### src/rtl/dds_phase_gen.sv
// ============================================================================
// dds_phase_gen
// ----------------------------------------------------------------------------
// Direct digital synthesis phase generator. A phase accumulator advances by
// step_act every enabled cycle; its top ADDR_W bits address an external sine
// ROM and also drive locally generated square, triangle and sawtooth shapes.
// Frequency (step_val) and waveform (wave_sel) are shadowed every cycle but
// only take effect at a period boundary (accumulator carry) or while idle,
// so a running waveform never glitches mid-period.
//
// Pipeline (3 cycles from an accumulator value to wave_out):
//    stage 1 : rom_addr / sel / valid registered from acc
//    stage 2 : address, sel and valid delayed to line up with rom_data
//    stage 3 : waveform select into wave_out
//
// Ports
//    clk       in   system clock, rising edge
//    rst_n     in   asynchronous active-low reset
//    en        in   accumulate enable (low freezes the accumulator)
//    step_val  in   phase increment, ACC_W bits
//    wave_sel  in   00 sine, 01 square, 10 triangle, 11 sawtooth
//    rom_addr  out  registered sine ROM address (ROM has 1-cycle latency)
//    rom_data  in   offset-binary sine sample for the previous rom_addr
//    wave_out  out  registered unsigned sample
//    wave_vld  out  wave_out comes from an enabled accumulator cycle
//    wrap      out  one-cycle pulse aligned with the post-overflow acc value
//
// Build option
//    PHASE_DITHER_EN : adds a 16-bit Fibonacci LFSR (x^16+x^14+x^13+x^11+1,
//    seed 16'hACE1) shifted up by ACC_W-ADDR_W-16 onto the phase before it is
//    truncated to rom_addr. Latency, wrap and reset are unchanged.
// ============================================================================
module dds_phase_gen #(
   parameter int ACC_W  = 32,
   parameter int ADDR_W = 10,
   parameter int DATA_W = 8
) (
   input  logic              clk,
   input  logic              rst_n,
   input  logic              en,
   input  logic [ACC_W-1:0]  step_val,
   input  logic [1:0]        wave_sel,
   output logic [ADDR_W-1:0] rom_addr,
   input  logic [DATA_W-1:0] rom_data,
   output logic [DATA_W-1:0] wave_out,
   output logic              wave_vld,
   output logic              wrap
);

   logic [ACC_W-1:0]  acc_q, acc_d;
   logic [ACC_W-1:0]  step_act_q, step_act_d;
   logic [ACC_W-1:0]  step_sh_q, step_sh_d;
   logic [1:0]        sel_sh_q, sel_sh_d;
   logic [1:0]        sel_act_q, sel_act_d;
   logic              wrap_q, wrap_d;
   logic [ACC_W:0]    sum;

   logic [ADDR_W-1:0] rom_addr_q, rom_addr_d;
   logic [1:0]        sel1_q, sel1_d;
   logic              vld1_q, vld1_d;
   logic [ADDR_W-1:0] addr2_q, addr2_d;
   logic [1:0]        sel2_q, sel2_d;
   logic              vld2_q, vld2_d;
   logic [DATA_W-1:0] wave_out_q, wave_out_d;
   logic              vld3_q, vld3_d;
   logic              addr_msb;
   logic              unused_bits;

`ifdef PHASE_DITHER_EN
   localparam int DITH_SH = ACC_W - ADDR_W - 16;
   logic [15:0]      lfsr_q, lfsr_d;
   logic [ACC_W-1:0] phase_dith;
`endif

   // Accumulator and parameter hand-over. The shadows follow the inputs every
   // cycle. On a carry the active registers take the value being captured
   // this very cycle, so a step change that coincides with the wrap is not
   // lost. While idle they take the settled shadow instead.
   always_comb begin
      sum        = {1'b0, acc_q} + {1'b0, step_act_q};
      step_sh_d  = step_val;
      sel_sh_d   = wave_sel;
      acc_d      = acc_q;
      step_act_d = step_act_q;
      sel_act_d  = sel_act_q;
      wrap_d     = 1'b0;
      if (en) begin
         acc_d  = sum[ACC_W-1:0];
         wrap_d = sum[ACC_W];
         if (sum[ACC_W]) begin
            step_act_d = step_sh_d;
            sel_act_d  = sel_sh_d;
         end
      end else begin
         step_act_d = step_sh_q;
         sel_act_d  = sel_sh_q;
      end
   end

   // Stage 1 and 2 next-state. The selector rides along with the address
   // from stage 1 so a waveform change lands exactly on the first sample of
   // the new period.
   always_comb begin
`ifdef PHASE_DITHER_EN
      lfsr_d     = en ? {lfsr_q[14:0], lfsr_q[15] ^ lfsr_q[13] ^ lfsr_q[12] ^ lfsr_q[10]} : lfsr_q;
      phase_dith = acc_q + (ACC_W'(lfsr_q) << DITH_SH);
      rom_addr_d = phase_dith[ACC_W-1 -: ADDR_W];
`else
      rom_addr_d = acc_q[ACC_W-1 -: ADDR_W];
`endif
      sel1_d  = sel_act_q;
      vld1_d  = en;
      addr2_d = rom_addr_q;
      sel2_d  = sel1_q;
      vld2_d  = vld1_q;
   end

   // Stage 3 waveform shaping. Triangle folds the lower address bits on the
   // MSB so it ramps up over the first half-period and down over the second.
   always_comb begin
      addr_msb   = addr2_q[ADDR_W-1];
      wave_out_d = '0;
      vld3_d     = vld2_q;
      case (sel2_q)
         2'b00:   wave_out_d = rom_data;
         2'b01:   wave_out_d = addr_msb ? '0 : '1;
         2'b10:   wave_out_d = addr_msb ? ~addr2_q[ADDR_W-2 -: DATA_W] : addr2_q[ADDR_W-2 -: DATA_W];
         default: wave_out_d = addr2_q[ADDR_W-1 -: DATA_W];
      endcase
   end

   // Low address bits below the waveform slices have no consumer by design.
`ifdef PHASE_DITHER_EN
   assign unused_bits = ^{addr2_q, phase_dith};
`else
   assign unused_bits = ^{addr2_q};
`endif

   // All state registers share one asynchronous reset; the selector resets
   // to sine and the dither LFSR to its non-zero seed.
   always_ff @(posedge clk or negedge rst_n) begin
      if (!rst_n) begin
         acc_q      <= '0;
         step_act_q <= '0;
         step_sh_q  <= '0;
         sel_sh_q   <= 2'b00;
         sel_act_q  <= 2'b00;
         wrap_q     <= 1'b0;
         rom_addr_q <= '0;
         sel1_q     <= 2'b00;
         vld1_q     <= 1'b0;
         addr2_q    <= '0;
         sel2_q     <= 2'b00;
         vld2_q     <= 1'b0;
         wave_out_q <= '0;
         vld3_q     <= 1'b0;
`ifdef PHASE_DITHER_EN
         lfsr_q     <= 16'hACE1;
`endif
      end else begin
         acc_q      <= acc_d;
         step_act_q <= step_act_d;
         step_sh_q  <= step_sh_d;
         sel_sh_q   <= sel_sh_d;
         sel_act_q  <= sel_act_d;
         wrap_q     <= wrap_d;
         rom_addr_q <= rom_addr_d;
         sel1_q     <= sel1_d;
         vld1_q     <= vld1_d;
         addr2_q    <= addr2_d;
         sel2_q     <= sel2_d;
         vld2_q     <= vld2_d;
         wave_out_q <= wave_out_d;
         vld3_q     <= vld3_d;
`ifdef PHASE_DITHER_EN
         lfsr_q     <= lfsr_d;
`endif
      end
   end

   assign rom_addr = rom_addr_q;
   assign wave_out = wave_out_q;
   assign wave_vld = vld3_q;
   assign wrap     = wrap_q;

endmodule

### config.mk
export PLATFORM = sky130hd
export DESIGN_NAME = dds_phase_gen
export DESIGN_NICKNAME = d
export VERILOG_FILES = /design/src/rtl/dds_phase_gen.sv
export SDC_FILE = /design/constraint.sdc
export NUM_CORES = 1
export LEC_CHECK = 0
export BUFFER_PORTS_ARGS = -buffer_cell sky130_fd_sc_hd__buf_2
export CAP_MARGIN = 20
export CORE_MARGIN = 2
export CORE_UTILIZATION = 33
export CTS_CLUSTER_DIAMETER = 120
export DETAILED_ROUTE_END_ITERATION = 7
export GPL_ROUTABILITY_DRIVEN = 1
export PLACE_DENSITY = 0.54
export SYNTH_ARGS = -nofsm -noshare
export SYNTH_HDL_FRONTEND = slang
export SYNTH_SLANG_ARGS = --single-unit
### constraint.sdc
create_clock -name clk -period 2.7 [get_ports clk]
set_input_delay 0.54 -clock clk [delete_from_list [all_inputs] [get_ports clk]]
set_output_delay 0.54 -clock clk [all_outputs]
set_load 0.02 [all_outputs]
---- Word level (Yosys, flattened, before mapping) ----
Index checks and enable logic that the tools add are counted.
W data, S select, Z words.
word-level totals
  flip-flop bits (word level) ............. 136
  latch bits .............................. 0
  bits in writable memories ............... 0
  ROM bits ................................ 0
  input bits .............................. 45
  memories ................................ 0
cells by class
  add/sub/neg operators ................... 1
  $mul .................................... 0
  div/mod/pow operators ................... 0
  magnitude comparators ................... 0
  equal/unequal tests ..................... 3
  shifts and indexed selects .............. 0
  mux-type cells .......................... 8
  bitwise logic cells ..................... 1
  reduce and logical (&&, ||, !) cells .... 1
operator list
  operator              number
  $mux W32              2
  $add A32 B32 Y33      1
  $pmux W8 S3           1
  $mux W8               2
  $not A8 Y8            1
  $mux W2               2
  $eq A2 B1 Y1 const B  1
  $eq A2 B2 Y1 const B  1
  $logic_not A2 Y1      1
  $ne A2 B1 Y1 const B  1
  $mux W1               1

---- Depth between registers and ports, before layout ----
Gate-level depths: netlist (run 1).
  depth after elaboration ................. 3
  gate-level depth with buffers ........... 11

---- Worst setup path after synthesis (run 1) ----
Ideal clock, no wire load.
  path kind ............................... register to register
  from .................................... register acc_q[0]
  to ...................................... register step_act_q[1]
  library setup time ...................... 0.137 ns
  arrival time ............................ 2.528 ns
  setup slack ............................. 0.035 ns
  cell stages (with the launch flop) ...... 12
  buffers on the path ..................... 1
  period minus slack after synthesis ...... 2.665 ns
  cell sequence ........................... dfrtp_1 > ha_1 > fa_1 > a211oi_2 > o211ai_2 > a21oi_2 > o21ai_2 > a311oi_4 > nor2_8 > buf_12 > mux2i_1 > a21oi_1
on the way
  cells in the longest elaborated chain, start to end .. 2
RTL lines
  what                    RTL line  RTL
  from (decl)             50        logic [ACC_W-1:0] acc_q, acc_d;
  from (signal assigned)  143       acc_q <= '0;
  from (signal assigned)  161       acc_q <= acc_d;
  $add A32 B32 Y33        80        sum = {1'b0, acc_q} + {1'b0, step_act_q};
  $ne A2 B1 Y1 (no line)  -
  to (signal assigned)    162       step_act_q <= step_act_d;
  to (decl)               51        logic [ACC_W-1:0] step_act_q, step_act_d;
Every way passes these cells.
A chain may end at the register's enable or synchronous reset.

---- Worst setup path in the final report (run 1) ----
  from .................................... register acc_q[0]
  to ...................................... register step_act_q[22]
The elaborated chain is that of the path after synthesis.

==> impl_summary.log, run 1 <==
INFO  metric timing_worst_slew_pin_value = 578 ps
INFO  metric synth_mux_area_share = under 10%
INFO  metric overall_fraction_of_global_route_tracks_in_use = a little over an eighth
INFO  metric drt.antenna.violating_nets = 0
INFO  metric critPathLaunchType = flop
INFO  metric cp_max_fo = 11
INFO  metric io_pins = 65
INFO  metric timing.clock.skew = 9.06 ps
INFO  metric crit_family = compound AO/OA/AOI/OAI gates
INFO  metric report.final.setup_viol = 6
INFO  metric path_buf_inv = 1
INFO  metric io_buffer_count = 64
INFO  metric timing.critical_path.required = 2980 ps
INFO  metric cts-hold-fix-buffers = 0
INFO  metric failing_checks = negative setup slack
INFO  metric vias_in_the_first_global_route = around 4,600
INFO  metric synth.distinct_cells = 55
INFO  metric syn-num-nets = 676
INFO  metric cts_htree_levels = 4
INFO  metric floorplan.die_area = between 0.02 and 0.025 mm2
INFO  metric cts.path.max_buffers = 2
INFO  metric synthesis.yosys.warnings = 0
INFO  metric clkLatencyLatePin = 420 ps
INFO  metric area.sequential = 0.00338 mm2
INFO  metric detailroute.wirelength.met3 = 509 um
INFO  metric cts_tree = done
INFO  metric wire_per_inst = 14.3 um
INFO  metric detail_route.iter0.violations = around 240
INFO  metric result_of_the_run = complete, but fails checks
INFO  metric reg2reg_from = acc_q[0]$_DFFE_PN0P_
INFO  metric finalWorstSetupSlack = -76.3 ps
INFO  metric synthArstFlopShare = 100%
INFO  metric hold_viol = 0
INFO  metric multiInputGateArea = ~0.0030 mm2
INFO  metric wire_length_of_the_first_global_routing_pass = 22,400 um
INFO  metric min-delay-path-class = in2async
INFO  metric post_synth_inst_count = between 500 and 600
INFO  metric rsz_0062_raised_after_global_routing = yes
INFO  metric cts.sink_count = 135
INFO  metric crit_path_cell_trace = ha_2 > fa_2 > a211oi_2 > o211ai_2 > a21oi_2 > o21ai_2 > a311oi_4 > nor2_8 > buf_12 > mux2i_2 > a21oi_2
INFO  metric setup_total_negative_slack = -186 ps
INFO  metric syn-cell-area = 0.00652 mm2
INFO  metric globalRoute.totalOverflow = 0
INFO  metric cpMaxStageDelayCell = dfrtp_1
INFO  metric area.growth.synth_to_final = 21.9%
INFO  metric die_width = 145 um
INFO  metric critPathKind = reg2reg
INFO  metric cts_root_buffer = clkbuf_16
INFO  metric fin_nets = 757
INFO  metric post_synth_and_or_nand_nor_area_fraction = 10.0%
INFO  metric synth_xor_xnor_area_share = 4.03%
INFO  metric reg2regPathDepth = 11
INFO  metric via_per_inst = 4.80
INFO  metric synth_top_area_share = just over 50%
INFO  metric crit-reg2reg-capture = step_act_q[22]$_DFFE_PN0P_
INFO  metric period_needed = 2780 ps
INFO  metric cpMostUsedCell = a21oi_2
INFO  metric end_kind = flop
INFO  metric report.final.slew_viol_count = 0
INFO  metric fill_cells = 1,873
INFO  metric route.layer.met1.wl = 6490 um
INFO  metric drtPass1Iterations = 4
INFO  metric wl_met2 = 6530 um
INFO  metric synthesis.area_per_instance = 10.9 um2
INFO  metric synth_compound_gate_area_share = 15.3%
INFO  metric n_antenna_cell = 0
INFO  metric ys_top_cells_by_area = dfrtp_1 (52%), ha_1 (6.1%), mux2i_1 (5.5%)
INFO  metric grt_max_degree = 89
INFO  metric tritoncts_buffers = 17
INFO  metric achievable_frequency = 0.360 GHz
INFO  metric top_layer = met4
INFO  metric critPathMaxStageDelay = ~390 ps
INFO  metric synth.ff_latch_count = 135
INFO  metric yosys.area.top_type = dfrtp_1
INFO  metric adder_cell_area_share_of_the_yosys_netlist = 6.45%
INFO  metric drv.max_cap_violation_count = 0
INFO  metric ys_seq_area_share = just over 50%
INFO  metric dpl.hpwl = 9400 um
INFO  metric die_height = 145 um
INFO  metric synth_edf_count = 0
INFO  metric timing.critical_path.arrival = between 3000 and 4000 ps
INFO  metric timing.final.crit_share = 103%
INFO  metric synth_top_family_by_area = compound AO/OA/AOI/OAI gates
INFO  metric num_rows = 51
INFO  metric routed_wl = 13,700 um
INFO  metric core_region_area = 0.0194 mm2
INFO  metric worst_slew_margin_rel = 61.4%
INFO  metric via_count = around 4,600
INFO  metric startpoint = acc_q[0]$_DFFE_PN0P_
INFO  metric grt_antenna_before_repair = 0
INFO  metric floorplan.initialDensity = 33.6%
INFO  metric remaining_drc_errors = 0
INFO  metric yosys_most_used_dff = dfrtp_1
INFO  metric worst-r2r-setup-slack = -80 ps
INFO  metric finalWeightedCongestion = 0.821
INFO  metric post_route_cells_drive_above_1_share = 24.6%
INFO  metric clk_transition_reported_paths = 60 ps
==> synth_stat cells, types with 3 or more instances <==
master,instances
inv_1,8
and3_1,3
nand2b_1,3
a31oi_1,4
nor2b_1,3
or3_1,3
xor2_1,7
nand2_1,49
o211ai_1,3
dfrtp_1,135
ha_1,32
o21ai_0,41
xnor2_1,23
o21a_1,3
buf_12,3
o21ai_1,4
clkbuf_1,20
a21oi_1,68
nor3_1,4
nor2_1,58
mux2i_1,36
a211oi_1,3
a21o_1,12
nand4_1,6
mux2_2,22
o311ai_0,4
nand3_1,5
==> sequential cells by signal, indices dropped and copies added, names as in the netlist <==
register,cells
acc_q,32
addr2_q,9
rom_addr,10
sel1_d,2
sel1_q,2
sel2_q,2
sel_sh_q,2
step_act_q,32
step_sh_q,32
vld1_q,1
vld2_q,1
wave_out,8
wave_vld,1
wrap,1
==> kinds of logic (layout without fill, tap and decap cells) <==
family | count (synthesis) | after routing
flip-flops | 135 | 135
multiplexers | 59 | 59
AND/OR/NAND/NOR | 144 | 144
adder cells (fa/ha/maj) | 33 | 33
AO/OA/AOI/OAI | 163 | 163
buffers and inverters | 34 | 128
XOR/XNOR | 30 | 30
==> routing by layer <==
| metal | vias to the layer above | track usage (%) |
|---|---|---|
| li1 | 2285 | - |
| met1 | 2214 | 17.7 |
| met2 | 83 | 22.0 |
| met3 | 14 | 4.04 |
| met4 | 0 | 4.91 |
| met5 | - | 0 |
==> repair_timing <==
| item | 4_1_cts | 5_1_grt |
|---|---|---|
| gates resized for setup | 2 | 13 |
| pin swaps | 10 | 11 |
| setup endpoints to repair | 37 | 40 |
| buffers inserted | 2 | 4 |
==> worst max-delay path by stage <==
stage | endpoint | slack (ps) | depth (start not counted)
2_1_floorplan | step_act_q[1]$_DFFE_PN0P_ | 40 | 11
3_3_place_gp | step_act_q[10]$_DFFE_PN0P_ | -4 | 11
3_5_place_dp | step_act_q[22]$_DFFE_PN0P_ | -140 | 11
4_1_cts | step_act_q[22]$_DFFE_PN0P_ | -70 | 11
5_1_grt | step_act_q[22]$_DFFE_PN0P_ | -200 | 11
6_report | step_act_q[22]$_DFFE_PN0P_ | -80 | 11
==> per-stage QoR <==
| step | hold WS, ps | setup WS [ps] | cells | util, % | cell area, um2 |
|---|---|---|---|---|---|
| 5_1_grt | 137 | -195 | 957 | 41.0 | 7950 |
| 3_3_place_gp | 344 | -4.17 | 919 | 37.3 | 7230 |
| 6_report | 111 | -76.3 | 957 | 41.0 | 7950 |
| 3_5_place_dp | 342 | -143 | 919 | 37.3 | 7230 |
| 4_1_cts | 109 | -69.0 | 953 | 40.5 | 7860 |
| 2_1_floorplan | 244 | 35.4 | 598 | - | 6520 |
==> final cells by class <==
class                   count  area share (%)
flip-flops and latches    135            42.5
multi-input cells         429            38.0
repair buffers             88            7.35
clock buffers              21            6.05
well taps                 265            4.17
clock inverters            11            1.53
inverters                   8           0.378
==> placed cells by master, fill, tap and decap left out, types with 22 or more instances in the layout <==
cell type,netlist,final
a21oi_1,68,66
buf_2,0,62
dfrtp_1,135,135
ha_1,32,27
mux2_2,22,22
mux2i_1,36,34
nand2_1,49,49
nor2_1,58,58
o21ai_0,41,41
xnor2_1,23,23
Power of run 1 is left out: the tool's default activity adds up to more than one toggle a clock period on the data nets, which glitch-free logic cannot reach.
==> run 2: changes to the inputs <==
--- a/config.mk
+++ b/config.mk
@@ -5,14 +5,16 @@
 export SDC_FILE = /design/constraint.sdc
 export NUM_CORES = 1
 export LEC_CHECK = 0
+export ABC_AREA = 1
 export BUFFER_PORTS_ARGS = -buffer_cell sky130_fd_sc_hd__buf_2
 export CAP_MARGIN = 20
 export CORE_MARGIN = 2
-export CORE_UTILIZATION = 33
+export CORE_UTILIZATION = 40
+export CTS_BUF_LIST = sky130_fd_sc_hd__clkbuf_16
 export CTS_CLUSTER_DIAMETER = 120
 export DETAILED_ROUTE_END_ITERATION = 7
 export GPL_ROUTABILITY_DRIVEN = 1
-export PLACE_DENSITY = 0.54
+export PLACE_DENSITY = 0.62
 export SYNTH_ARGS = -nofsm -noshare
 export SYNTH_HDL_FRONTEND = slang
 export SYNTH_SLANG_ARGS = --single-unit
==> run 2 against run 1 <==
Against the previous run: the flow now finishes without violations; flip-flop and latch count unchanged; critical path type unchanged; non-clock buffer count down 13; global-route usage up 4.5 points; final area up 12%; sequential share of layout area down 4.7 points; die area down 1.7%.
==> impl_summary.log, run 2 <==
INFO  metric timing.clock.skew = 6.40 ps (-2.66 ps)
INFO  metric timing.final.crit_share = 89.4% (-13 points)
INFO  metric routed_wl = 17,400 um (+27%)
INFO  metric remaining_drc_errors = 0 (unchanged)
INFO  metric crit_path_cell_trace = ha_1 > fa_1 > nand3_1 > nand3_2 > a21oi_2 > o21ai_2 > nand2_4 > buf_4 > nand4_1 > nand2_2
INFO  metric wire_length_of_the_first_global_routing_pass = 29,300 um (+31%)
INFO  metric min-delay-path-class = in2async
INFO  metric synth_top_family_by_area = simple AND/OR/NAND/NOR gates
INFO  metric floorplan.initialDensity = 41.1% (+7.5 points)
INFO  metric biggest_regs = acc_q (32), step_act_q (32), step_sh_q (32)
INFO  metric globalRoute.totalOverflow = 0 (unchanged)
INFO  metric detail_route.iter0.violations = 327 (+35%)
INFO  metric wire_per_inst = 13.0 um (-9.2%)
INFO  metric path_buf_inv = 1 (unchanged)
INFO  metric vias_in_the_first_global_route = 5,883 (+27%)
INFO  metric core_region_area = 0.0189 mm2 (-2.6%)
INFO  metric timing.critical_path.arrival = 2780 ps (-280 ps)
INFO  metric ys_seq_area_share = 43.5% (-8.3 points)
INFO  metric result_of_the_run = completed
INFO  metric grt_max_degree = 62 (-30%)
INFO  metric postCtsSetupBuffers = 0 (-2)
INFO  metric ys_top_cells_by_count = nand2_1 (392), dfrtp_1 (135), inv_1 (111), nand3_1 (43), nor2_1 (42)
INFO  metric critPathMaxStageDelay = 470 ps (+80 ps)
INFO  metric setup_total_negative_slack = 0 ps (+186 ps)
INFO  metric synth_edf_count = 0 (unchanged)
INFO  metric drt.antenna.violating_nets = 0 (unchanged)
INFO  metric drv.max_cap_violation_count = 0 (unchanged)
INFO  metric synth.distinct_cells = 36 (-35%)
INFO  metric via_count = 6,270 (+36%)
INFO  metric synth.ff_latch_count = 135 (unchanged)
INFO  metric synth_top_area_share = 43.5% (-8.3 points)
INFO  metric synth_mux_area_share = 0% (-9.5 points)
INFO  metric leakagePower = 0.00490 uW
INFO  metric ys_top_cells_by_area = dfrtp_1 (44%), nand2_1 (19%), inv_1 (5.4%)
INFO  metric synth_most_common_cell = nand2_1
INFO  metric cts.sink_count = 135 (unchanged)
INFO  metric synthesis.yosys.warnings = 0 (unchanged)
INFO  metric final_core_util = 47.3% (+6.3 points)
INFO  metric period_needed = 2420 ps (-361 ps)
INFO  metric end_kind = flop
INFO  metric final_common_cell = nand2_1
INFO  metric cpMaxStageDelayCell = fa_1
INFO  metric post_synth_inst_count = 1,001 (+67%)
INFO  metric timing.critical_path.required = 3070 ps (+90 ps)
INFO  metric synthesis.area_per_instance = 7.76 um2 (-29%)
INFO  metric tritoncts_buffers = 17 (unchanged)
INFO  metric overall_fraction_of_global_route_tracks_in_use = 18.2% (+4.5 points)
INFO  metric yosys_most_used_dff = dfrtp_1
INFO  metric syn-cell-area = 0.00776 mm2 (+19%)
INFO  metric clkLatencyLatePin = 430 ps (about the same)
INFO  metric report.final.setup_viol = 0 (-6)
INFO  metric syn-num-nets = 1,079 (+60%)
INFO  metric io_pins = 65 (unchanged)
INFO  metric critPathLaunchType = flop
INFO  metric finalWeightedCongestion = 0.900 (+9.7%)
INFO  metric achievable_frequency = 0.414 GHz (+15%)
INFO  metric num_rows = 50 (-2.0%)
INFO  metric clk_transition_reported_paths = 60 ps (about the same)
INFO  metric stdcell_area = 0.00893 mm2 (+12%)
INFO  metric crit_family = adder cells
INFO  metric drtPass1Iterations = 5 (+1)
INFO  metric vdd_ir_drop_max = 706 uV
INFO  metric synthArstFlopShare = 100% (unchanged)
INFO  metric postPlaceCellArea = 0.00837 mm2 (+16%)
INFO  metric grt_antenna_before_repair = 0 (unchanged)
INFO  metric io_buffer_count = 64 (unchanged)
INFO  metric power_density = 1350 mW/mm2
INFO  metric cts.path.max_buffers = 2 (unchanged)
INFO  metric post_route_cells_drive_above_1_share = 18.2% (-6.3 points)
INFO  metric final_total_power = 12,000 uW
INFO  metric synth_xor_xnor_area_share = 1.47% (-2.6 points)
INFO  metric cts_tree = done
INFO  metric area.growth.synth_to_final = 15.0%
INFO  metric worst_slew_margin_rel = 59.8% (-1.7 points)
INFO  metric die_height = 143 um (-0.84%)
INFO  metric report.final.slew_viol_count = 0 (unchanged)
INFO  metric most-common-layout-cells = nand2_1 (392), dfrtp_1 (135), inv_1 (112)
INFO  metric dpl.hpwl = 12,900 um (+37%)
INFO  metric n_antenna_cell = 0 (unchanged)
INFO  metric post_synth_and_or_nand_nor_area_fraction = 36.1% (+26 points)
INFO  metric synth_compound_gate_area_share = 5.58% (-9.7 points)
INFO  metric yosys.area.top_type = dfrtp_1
INFO  metric fin_nets = 1,145 (+51%)
INFO  metric cp_max_fo = 35 (+24)
INFO  metric rsz_0062_raised_after_global_routing = no
INFO  metric cts_resized = 0 (-2)
INFO  metric cts_root_buffer = clkbuf_16
INFO  metric finalWorstSetupSlack = 285 ps (+361 ps)
INFO  metric cts_htree_levels = 4 (unchanged)
INFO  metric via_per_inst = 4.68 (-2.6%)
INFO  metric floorplan.die_area = 0.0205 mm2 (-1.7%)
INFO  metric adder_cell_area_share_of_the_yosys_netlist = 5.41% (-1.0 points)
INFO  metric cts-hold-fix-buffers = 0 (unchanged)
INFO  metric timing_worst_slew_pin_value = 603 ps (+24.9 ps)
INFO  metric critPathKind = reg2reg
INFO  metric worst_slack_after_detailed_placement = 289 ps (+431 ps)
INFO  metric die_width = 143 um (-0.84%)
INFO  metric hold_viol = 0 (unchanged)
==> run 2: changes by cell type after synthesis, sizes merged, moves of 13 or more <==
cell	change
nand4	+30
inv	+111
a21oi	-38
mux2	-23
o21ai	-22
a21o	-13
nand2	+413
nand3	+40
mux2i	-36
==> run 2: layer usage <==
metal / GRT usage, % / up-vias / share of wire (%)
li1: - / 3285 / -
met1: 26.6 / 2840 / 51
met2: 27.4 / 126 / 43
met3: 3.47 / 19 / 4.5
met4: 5.88 / 0 / 1.6
met5: 0 / - / 0
==> run 2: stage by stage <==
step,hold slack [ps],cells
detailed placement,339,1308
global placement,334,1308
finish,85.1,1340
global route,137,1340
CTS,116,1340
floorplan,244,1001
==> run 2: cell type report <==
cell class / count / area [um2]
Clock buffer: 17 / 425
Clock inverter: 15 / 129
Fill cell: 1913 / 9970
Inverter: 120 / 450
Multi-Input combinational cell: 718 / 3770
Sequential cell: 135 / 3380
Tap cell: 260 / 325
Timing Repair Buffer: 75 / 447
==> run 2: kinds of logic after synthesis <==
kind of cell               count (synthesis)
and+or+nand+nor                          602
buffers and inverters                    148
DFF                                      135
AOI/OAI and AO/OA                         70
adders and majority gates                 33
xor gates and xnor gates                  13
==> run 2: power by group <==
part | total [uW] | switching, uW | internal, uW
registers | 3380 | 580 | 2800
clock network | 2190 | 920 | 1270
logic | 6480 | 4150 | 2330
==> run 2: final timing paths <==
| path | depth (start not counted) | slack, ps | start | end |
|---|---|---|---|---|
| min in group clk | 1 | 230 | step_val[23] | step_sh_q[23]$_DFF_PN0_ |
| worst min register to register | 0 | 350 | vld1_q$_DFF_PN0_ | vld2_q$_DFF_PN0_ |
| max in group asynchronous | 2 | 1770 | rst_n | step_act_q[13]$_DFFE_PN0P_ |
| worst max register to register | 10 | 280 | acc_q[0]$_DFFE_PN0P_ | step_act_q[8]$_DFFE_PN0P_ |
| worst min-delay path | 1 | 90 | rst_n | acc_q[7]$_DFFE_PN0P_ |
| worst max-delay path | 10 | 280 | acc_q[0]$_DFFE_PN0P_ | step_act_q[8]$_DFFE_PN0P_ |
==> run 2: worst reg2reg max path: stages, from the launching register on <==
cell     delay (ps)
dfrtp_1         380
ha_1            250
fa_1            470
nand3_1         130
nand3_2         110
a21oi_2         230
o21ai_2         100
nand2_4          70
buf_4           340
nand4_1         180
nand2_2         100
Power figures use the tool's default switching activity.
==> run 3: changes to the inputs <==
--- a/config.mk
+++ b/config.mk
@@ -14,7 +14,9 @@
 export CTS_CLUSTER_DIAMETER = 120
 export DETAILED_ROUTE_END_ITERATION = 7
 export GPL_ROUTABILITY_DRIVEN = 1
+export GPL_TIMING_DRIVEN = 0
 export PLACE_DENSITY = 0.62
+export SLEW_MARGIN = 20
 export SYNTH_ARGS = -nofsm -noshare
 export SYNTH_HDL_FRONTEND = slang
 export SYNTH_SLANG_ARGS = --single-unit
==> run 3 against run 2 <==
Against the previous run: sequential share of layout area shrank 0.41 points; critical endpoint is now step_act_q[7]$_DFFE_PN0P_; largest power group unchanged; core utilization grew 0.52 points; non-clock buffer count grew 18; clock power increased by 4%; combinational power is 2% higher; via count up 0.19%; setup slack lost 130 ps; register-to-register slack got worse by 130 ps; cell count rose by 1.3%; flip-flop and latch count unchanged; routed wire length increased by 3.8%.
==> impl_summary.log, run 3 (synthesis gave the netlist of run 2 again) <==
INFO  metric result_of_the_run = completed
INFO  metric timing.critical_path.required = 3000 ps (-70 ps)
INFO  metric via_per_inst = 4.63 (-1.1%)
INFO  metric report.final.setup_viol = 0 (unchanged)
INFO  metric remaining_drc_errors = 0 (unchanged)
INFO  metric multiInputGateArea = 0.00377 mm2 (unchanged)
INFO  metric end_kind = flop
INFO  metric die_width = 143 um (unchanged)
INFO  metric area.sequential = 0.00338 mm2 (unchanged)
INFO  metric cts.sink_count = 135 (unchanged)
INFO  metric fin_nets = 1,163 (+1.6%)
INFO  metric final_common_cell = nand2_1
INFO  metric crit_family = adder cells
INFO  metric core_region_area = 0.0189 mm2 (unchanged)
INFO  metric final_core_util = 47.8% (+0.52 points)
INFO  metric busiest_layer = met2
INFO  metric post_route_cells_drive_above_1_share = 18.1% (-0.12 points)
INFO  metric area.growth.synth_to_final = 16.2%
INFO  metric achievable_frequency = 0.393 GHz (-5.0%)
INFO  metric grt_max_degree = 83 (+34%)
INFO  metric most-common-layout-cells = nand2_1 (392), dfrtp_1 (135), inv_1 (111)
INFO  metric biggest_regs = acc_q (32), step_act_q (32), step_sh_q (32)
INFO  metric num_rows = 50 (unchanged)
INFO  metric stdcell_area = 0.00902 mm2 (+1.1%)
INFO  metric gr-usage-met1 = 27.0% (+0.41 points)
INFO  metric leakagePower = 0.00493 uW (+0.60%)
INFO  metric use_met3 = 3.40% (-0.067 points)
INFO  metric worst-r2r-setup-slack = 160 ps (-130 ps)
INFO  metric cts.path.max_buffers = 2 (unchanged)
INFO  metric floorplan.initialDensity = 41.1% (unchanged)
INFO  metric io_pins = 65 (unchanged)
INFO  metric via_count = 6,282 (+0.19%)
INFO  metric n_antenna_cell = 0 (unchanged)
INFO  metric reg2reg_from = step_act_q[0]$_DFFE_PN0P_
INFO  metric vdd_ir_drop_max = 535 uV (-24%)
INFO  metric wire_length_of_the_first_global_routing_pass = 30,500 um (+4.0%)
INFO  metric dp.cells = 1,326 (+1.4%)
INFO  metric cts-hold-fix-buffers = 0 (unchanged)
INFO  metric tritoncts_buffers = 17 (unchanged)
INFO  metric overall_fraction_of_global_route_tracks_in_use = 19.1% (+0.85 points)
INFO  metric clkLatencyLatePin = 420 ps (about the same)
INFO  metric groute.layer.met2.usage = 29.5% (+2.1 points)
INFO  metric floorplan.die_area = 0.0205 mm2 (unchanged)
INFO  metric clk_transition_reported_paths = 60 ps (about the same)
INFO  metric timing_worst_slew_pin_value = 665 ps (+61.8 ps)
INFO  metric fill_cells = 1,905 (-0.42%)
INFO  metric vias_in_the_first_global_route = 6,124 (+4.1%)
INFO  metric critPathMaxStageDelay = 470 ps (about the same)
INFO  metric worst_slack_after_detailed_placement = 157 ps (-131 ps)
INFO  metric period_needed = 2540 ps (+127 ps)
INFO  metric finalWorstSetupSlack = 158 ps (-127 ps)
INFO  metric rsz_0062_raised_after_global_routing = no
INFO  metric grt_antenna_before_repair = 0 (unchanged)
INFO  metric cpMaxStageDelayCell = fa_1
INFO  metric cts_root_buffer = clkbuf_16
INFO  metric io_buffer_count = 64 (unchanged)
INFO  metric report.final.slew_viol_count = 0 (unchanged)
INFO  metric cp_max_fo = 10 (-71%)
INFO  metric drt.antenna.violating_nets = 0 (unchanged)
INFO  metric instances_no_fill = 1,358 (+1.3%)
INFO  metric postCtsSetupBuffers = 0 (unchanged)
INFO  metric wire_per_inst = 13.3 um (+2.4%)
INFO  metric die_height = 143 um (unchanged)
INFO  metric cts_htree_levels = 4 (unchanged)
INFO  metric power_density = 1360 mW/mm2 (+0.47%)
INFO  metric timing.final.crit_share = 94.2% (+4.7 points)
INFO  metric worst_slew_margin_rel = 55.7% (-4.1 points)
INFO  metric min-delay-path-class = in2async
INFO  metric cts_tree = done
INFO  metric path_buf_inv = 1 (unchanged)
INFO  metric crit-reg2reg-capture = step_act_q[7]$_DFFE_PN0P_
INFO  metric final_total_power = 12,200 uW (+1.6%)
INFO  metric cpMostUsedCell = nand2_4
INFO  metric cts_resized = 0 (unchanged)
INFO  metric reg2regPathDepth = 11 (+1)
INFO  metric crit_path_cell_trace = ha_1 > fa_1 > nand3_1 > nand3_2 > a21oi_2 > o21ai_2 > nand2_4 > nand3_4 > buf_12 > nand2_4 > nand2_2
INFO  metric timing.clock.skew = 7.30 ps (+0.896 ps)
INFO  metric postPlaceCellArea = 0.00845 mm2 (+0.88%)
INFO  metric routed_wl = 18,100 um (+3.8%)
INFO  metric critPathKind = reg2reg
INFO  metric dpl.hpwl = 13,800 um (+6.9%)
INFO  metric drv.max_cap_violation_count = 0 (unchanged)
INFO  metric timing.critical_path.arrival = 2850 ps (+70 ps)
INFO  metric drtPass1Iterations = 7 (+2)
INFO  metric detail_route.iter0.violations = 296 (-9.5%)
INFO  metric critPathLaunchType = flop
INFO  metric hold_viol = 0 (unchanged)
INFO  metric globalRoute.totalOverflow = 0 (unchanged)
INFO  metric finalWeightedCongestion = 0.957 (+6.3%)
## run 3: how the worst max path moves through the flow
stage,start,endpoint,slack (ps),depth (start not counted)
global placement,rst_n,step_sh_q[26]$_DFF_PN0_,-800,1
detailed placement,step_act_q[0]$_DFFE_PN0P_,step_act_q[4]$_DFFE_PN0P_,160,11
floorplan,acc_q[0]$_DFFE_PN0P_,step_act_q[10]$_DFFE_PN0P_,550,11
global route,step_act_q[0]$_DFFE_PN0P_,step_act_q[14]$_DFFE_PN0P_,40,11
CTS,step_act_q[0]$_DFFE_PN0P_,step_act_q[10]$_DFFE_PN0P_,140,11
finish,step_act_q[0]$_DFFE_PN0P_,step_act_q[7]$_DFFE_PN0P_,160,11
## run 3: power breakdown
part	total, uW	leakage [uW]	internal [uW]	switching (uW)
Combinational	6620	0.00302	2380	4230
Clock	2270	0.000280	1360	910
Sequential	3340	0.00162	2800	545
## run 3: per-stage QoR
step	setup TNS [ps]	hold slack, ps
floorplan	0	244
global placement	-106370	331
detailed placement	0	336
CTS	0	35.1
global route	0	49.3
finish	0	26.6
## run 3: final cells by class
class                           count  area share [%]
Buffer                             28            1.80
Clock buffer                       17            4.71
Clock inverter                     15            1.69
Inverter                          120            4.99
Multi-Input combinational cell    718            41.8
Sequential cell                   135            37.4
Tap cell                          260            3.60
Timing Repair Buffer               65            3.97
## run 3: worst reg2reg max path, delay by kind of cell (launching register included)
family | cells | cell delay [ps]
adder cells (fa/ha/maj) | 2 | 720
AO/OA/AOI/OAI | 2 | 380
AND/OR/NAND/NOR | 6 | 670
flip-flops | 1 | 430
buffers and inverters | 1 | 240
## run 3: routing by layer
metal	wire length [um]	vias to the layer above	share of wire, %
met5	0	-	0
met4	486	0	2.7
met3	727	29	4.0
met2	7860	146	43
met1	9000	2797	50
li1	-	3310	-
